[src/rtl/icache_axi_refill.sv]
// icache_axi_refill: AXI4 read master that refills one icache line (or one uncached word) per request
// Ports:
//   clk, rst_n                  clock, synchronous active-low reset
//   req_i, cached_i, paddr_i    fetch request (level), full-line vs single-word, physical address
//   busy_o, rend_o              busy while not idle; one-cycle pulse when line_o/err_o are valid
//   line_o, err_o               refill data (word i at [32i+31:32i]); any beat returned non-OKAY
//   ar*_o, arready_i            AXI read address channel
//   r*_i, rready_o              AXI read data channel
module icache_axi_refill #(
  parameter logic [3:0] AXI_ID     = 4'd0,
  parameter int         LINE_WORDS = 8,
  parameter int         LINE_W     = 32 * LINE_WORDS
) (
  input  logic              clk,
  input  logic              rst_n,
  input  logic              req_i,
  input  logic              cached_i,
  input  logic [31:0]       paddr_i,
  output logic              busy_o,
  output logic              rend_o,
  output logic [LINE_W-1:0] line_o,
  output logic              err_o,
  output logic [3:0]        arid_o,
  output logic [31:0]       araddr_o,
  output logic [7:0]        arlen_o,
  output logic [2:0]        arsize_o,
  output logic [1:0]        arburst_o,
  output logic              arvalid_o,
  input  logic              arready_i,
  input  logic [31:0]       rdata_i,
  input  logic [1:0]        rresp_i,
  input  logic              rlast_i,
  input  logic              rvalid_i,
  output logic              rready_o
);
  localparam int          CW        = $clog2(LINE_WORDS);
  localparam logic [31:0] LINE_MASK = 32'(LINE_W / 8 - 1);
  typedef enum logic [1:0] {IDLE, AR, R, DONE} state_t;
  state_t state, state_next;
  logic [CW-1:0] cnt;
  logic accept, beat;
  assign arid_o    = AXI_ID;
  assign arsize_o  = 3'b010;
  assign arburst_o = 2'b01;
  assign accept    = state == IDLE && req_i;
  assign beat      = rready_o && rvalid_i;
  always_ff @(posedge clk) state <= rst_n ? state_next : IDLE;
  always_comb begin
    state_next = state;
    busy_o     = state != IDLE;
    arvalid_o  = 1'b0;
    rready_o   = 1'b0;
    rend_o     = 1'b0;
    case (state)
      IDLE: state_next = req_i ? AR : IDLE;
      AR: begin
        arvalid_o  = 1'b1;
        state_next = arready_i ? R : AR;
      end
      R: begin
        rready_o   = 1'b1;
        state_next = rvalid_i && rlast_i ? DONE : R;
      end
      default: begin
        rend_o     = 1'b1;
        state_next = IDLE;
      end
    endcase
  end
  // Beat counter wraps, so an over-long burst overwrites from word 0; a short burst leaves zeros.
  always_ff @(posedge clk) begin
    if (!rst_n) begin
      araddr_o <= '0;
      arlen_o  <= '0;
      line_o   <= '0;
      err_o    <= 1'b0;
      cnt      <= '0;
    end else if (accept) begin
      araddr_o <= cached_i ? paddr_i & ~LINE_MASK : paddr_i & ~32'd3;
      arlen_o  <= cached_i ? 8'(LINE_WORDS - 1) : 8'd0;
      line_o   <= '0;
      err_o    <= 1'b0;
      cnt      <= '0;
    end else if (beat) begin
      line_o[32*cnt +: 32] <= rdata_i;
      cnt                  <= cnt + 1'b1;
      err_o                <= err_o | (rresp_i != 2'b00);
    end
  end
endmodule

[config.mk]
export PLATFORM = sky130hd
export DESIGN_NAME = icache_axi_refill
export DESIGN_NICKNAME = d
export VERILOG_FILES = /design/src/rtl/icache_axi_refill.sv
export SDC_FILE = /design/constraint.sdc
export NUM_CORES = 1
export LEC_CHECK = 0
export BUFFER_PORTS_ARGS = -buffer_cell sky130_fd_sc_hd__buf_2
export CORE_ASPECT_RATIO = 0.9
export CORE_UTILIZATION = 56
export CTS_CLUSTER_DIAMETER = 30
export DETAILED_ROUTE_END_ITERATION = 8
export PLACE_DENSITY = 0.86
export REMOVE_ABC_BUFFERS = 1
export SYNTH_ARGS = -nofsm -noshare
export SYNTH_HDL_FRONTEND = slang
export SYNTH_SLANG_ARGS = --single-unit
[constraint.sdc]
create_clock -name clk -period 7.1 [get_ports clk]
set_input_delay 0.71 -clock clk [delete_from_list [all_inputs] [get_ports clk]]
set_output_delay 0.71 -clock clk [all_outputs]
set_load 0.1 [all_outputs]
==> results.txt <==
----------------------------------------------------
[Setup path]
  Crit path required time ... 7.53 ns
  Ordered list of cells on the worst path ... inv_1 > ha_1 > nor2_4 > and4b_2 > mux2i_1
  Worst Path Class, Setup ... flip-flop to flip-flop
  Buffers plus inverters on the worst setup path ... 1
  Critical Path End ... line_o[152]
  Worst endpoint data arrival time ... 4.10 ns
  Reg-to-reg endpoint ... line_o[152]
  Top cell family by delay on the critical path ... simple AND/OR/NAND/NOR gates
  Crit path max fanout ... 33
  Launching element type of the critical path ... flip-flop
  Cell count of the worst reg-to-reg path ... 5
  CP Depth ... 5
  Critical path origin ... cnt[0]
  Capturing element type of the critical path ... flip-flop
  Max stage delay on crit path ... 1.17 ns
  Master of the slowest instance on the critical path ... and4b_2
  Flop2flop setup slack ... around 3.4 ns
  Crit Reg-Reg Startpoint ... cnt[0]

[Floorplanning]
  DIE WIDTH ... 160 um
  Placeable core region ... 21800 um^2
  Height of the die ... 144 um
  Row cnt ... a little over 50
  Initial core utilization ... between 50 and 60%
  Die ar. ... 23100 um^2
  Number of ports placed on the die boundary ... 383

[Status]
  Status ... completed

[Global route]
  GR Overflow Total ... 0
  Pin count of the biggest net entering global routing ... about 160
  Global routing met1 resource utilization ... 40.5%
  Global-route wire length before repair ... about 60000 um
  Global Route met3 Usage ... 8.37%
  Via count of the first global-routing pass ... 11000
  Busiest layer in global routing ... met2
  Number of antenna violations at the first check in global routing ... 2
  All-layer global routing usage ... 32.7%
  GR met2 Demand/Resource ... 54.6%

[Placed design]
  HPWL after detailed placement ... between 20000 and 25000 um
  Area after detailed placement ... 14200 um^2
  Placer congestion estimate ... 0.823
  Instance count after placement with tap cells included ... 1826
  Worst slack after detailed placement ... about 3.6 ns
  Port buffer count ... 364

[Worst hold path]
  Worst hold start ... paddr_i[7]
  Worst min-delay path category ... primary input to flip-flop

[Logic synthesis]
  Part of the Yosys area used for sequential elements ... 46.6%
  Mapped Avg Cell Area ... roughly 9.6 um^2
  Number of flops mapped to enable cells by yosys ... 0
  Ys async rst share ... 0%
  Most common cell in the netlist ... nand3_1
  Dominant synthesized flop cell ... dfxtp_1
  Cell types with the highest counts after synthesis ... nand3_1 (324), dfxtp_1 (293), mux2i_1 (224), nand2_1 (64), nand4_1 (64)
  Area of the mapped netlist ... roughly 13000 um^2
  Ranking of synthesized cells by area ... dfxtp_1 (47%), mux2i_1 (18%), nand3_1 (13%)
  Count of unique library cells instantiated by Yosys ... 37
  Register bit count reported by yosys ... 293
  Leading area contributor after synthesis ... dfxtp_1
  Total number of yosys warnings ... 0
  Area share of the largest cell type after synthesis ... 46.6%
  Number of standard cells after synthesis ... 1312

[Power and ir drop]
  Static Leakage ... between 7 and 8 nW
  Total design power ... 4.35 mW
  Power per standard cell area ... 276 nW/um^2
  Peak supply drop ... between 0.2 and 0.25 mV

[Drt]
  Total vias in the final route ... ~12000
  DRC Markers ... 0
  Wirelength per Cell ... 20.6 um
  Detailed-route vias per instance ... 6.07
  Aggregate routed wire length ... about 39000 um
  First DRT Iteration DRCs ... 1313
  Antenna-violating nets left ... 0
  Number of detailed-routing iterations run before antenna repair ... 7

[Timing]
  Number of endpoints failing setup at the final stage ... 0
  Max Transition Viols Final ... 0
  Max transition margin ... 18.4%
  Min setup slack post-route ... around 3.4 ns
  Period utilisation layout ... 51.7%
  Final Critical Period ... 3.67 ns
  Unrepaired setup endpoints after global routing ... no
  Setup TNS ... 0 ns
  Final number of hold-violating endpoints ... 0
  Worst-Margin Slew ... 1.22 ns
  Smallest hold slack ... about 0.42 ns
  Final clock skew ... 0.0148 ns
  Highest Clock Rate ... 273 MHz

[Layout]
  Relative area change from synthesis to final layout ... 25.4%
  Share of the core filled with cells ... 72.3%
  Final Instance Area ... 15800 um^2
  Count of non-filler cells in the finished layout ... 1915
  Share of layout cells above drive strength 1 ... 30.7%
  Final net count ... 1666

[Clocking]
  CTS hold repair buffers ... 0
  CTS sink cnt ... around 290
  Clock buffer count from CTS ... 49
  Clock Latency Late Sink ... roughly 0.54 ns
  H-tree levels ... 2
  Post-CTS setup buffer count ... 0
  CTS tree ... built
  Resized Gates After CTS ... 0
  Clk root buf ... clkbuf_16
  Worst-case clock buffer depth ... 3
  Clock input transition at the sequential cells of the worst setup and hold paths ... 0.06 ns

[Run]
  Max-cap check violation count ... 0

----------------------------------------------------
[sequential cells by signal (all words and copies together) (netlist names)]
register / flops
err_o: 1
state: 2
araddr_o: 30
cnt: 3
line_o: 256
arlen_o: 1
[worst min path at each step]
stage                   endpoint  slack (ns)  cells past startpoint
finish               araddr_o[7]        0.42                      3
global route        araddr_o[25]        0.41                      3
CTS                 araddr_o[24]        0.40                      3
detailed placement         err_o        0.44                      2
global placement     araddr_o[4]        0.44                      2
floorplan                 cnt[1]        0.53                      2
[cell type report]
cell class	count	area, um^2
Clock buffer	57	1290
Tap cell	291	364
Timing Repair Buffer	374	1930
Antenna cell	1	2.50
Clock inverter	31	328
Inverter	4	15.0
Multi-Input combinational cell	864	5980
Fill cell	1577	6050
Sequential cell	293	5870
[layer usage]
layer	share of wire, %	up-vias	wire length [um]
met4	3.2	2	1270
met1	40	5605	15700
met5	0.025	-	10
met2	47	675	18600
met3	9.9	103	3910
li1	-	5231	-
[report_power, final]
| part | internal (mW) | switching, mW | leakage, nW |
|---|---|---|---|
| clock | 1.46 | 0.853 | 0.793 |
| combinational | 0.0549 | 0.308 | 4.65 |
| sequential | 1.66 | 0.00936 | 2.36 |
| total | 3.18 | 1.17 | 7.81 |
[kinds of logic (layout without fill, tap and decap cells)]
family	count (synthesis)	after routing	share of synthesized area, %
flops	293	293	46.6
simple gates	512	512	21.5
other cells	2	17	0.0597
fa+ha+maj	7	7	0.696
buf+inv	169	466	6.97
mux	224	224	17.8
compound gates	105	105	6.30
[worst min-delay path: cells and delay by family]
family	cells	cell delay [ns]
AOI/OAI and AO/OA	1	0.05
and+or+nand+nor	1	0.04
buffers and inverters	1	0.10
[cells in the final DEF, fill, tap and decap left out, types with 5 or more instances in the layout]
cell,synthesis,routed
mux2i_1,224,224
a21boi_0,8,8
nand3_1,324,321
clkbuf_16,0,49
a21oi_1,38,38
clkinv_2,0,8
conb_1,2,16
nand4_1,64,64
dfxtp_1,293,293
clkbuf_1,55,5
buf_4,29,8
clkinv_4,0,6
o31ai_2,20,20
o31ai_1,12,12
ha_1,7,6
nand2_1,64,63
inv_6,0,8
nor2b_1,35,35
a21boi_1,23,23
buf_2,59,363
(Power assumes the default switching activity.)
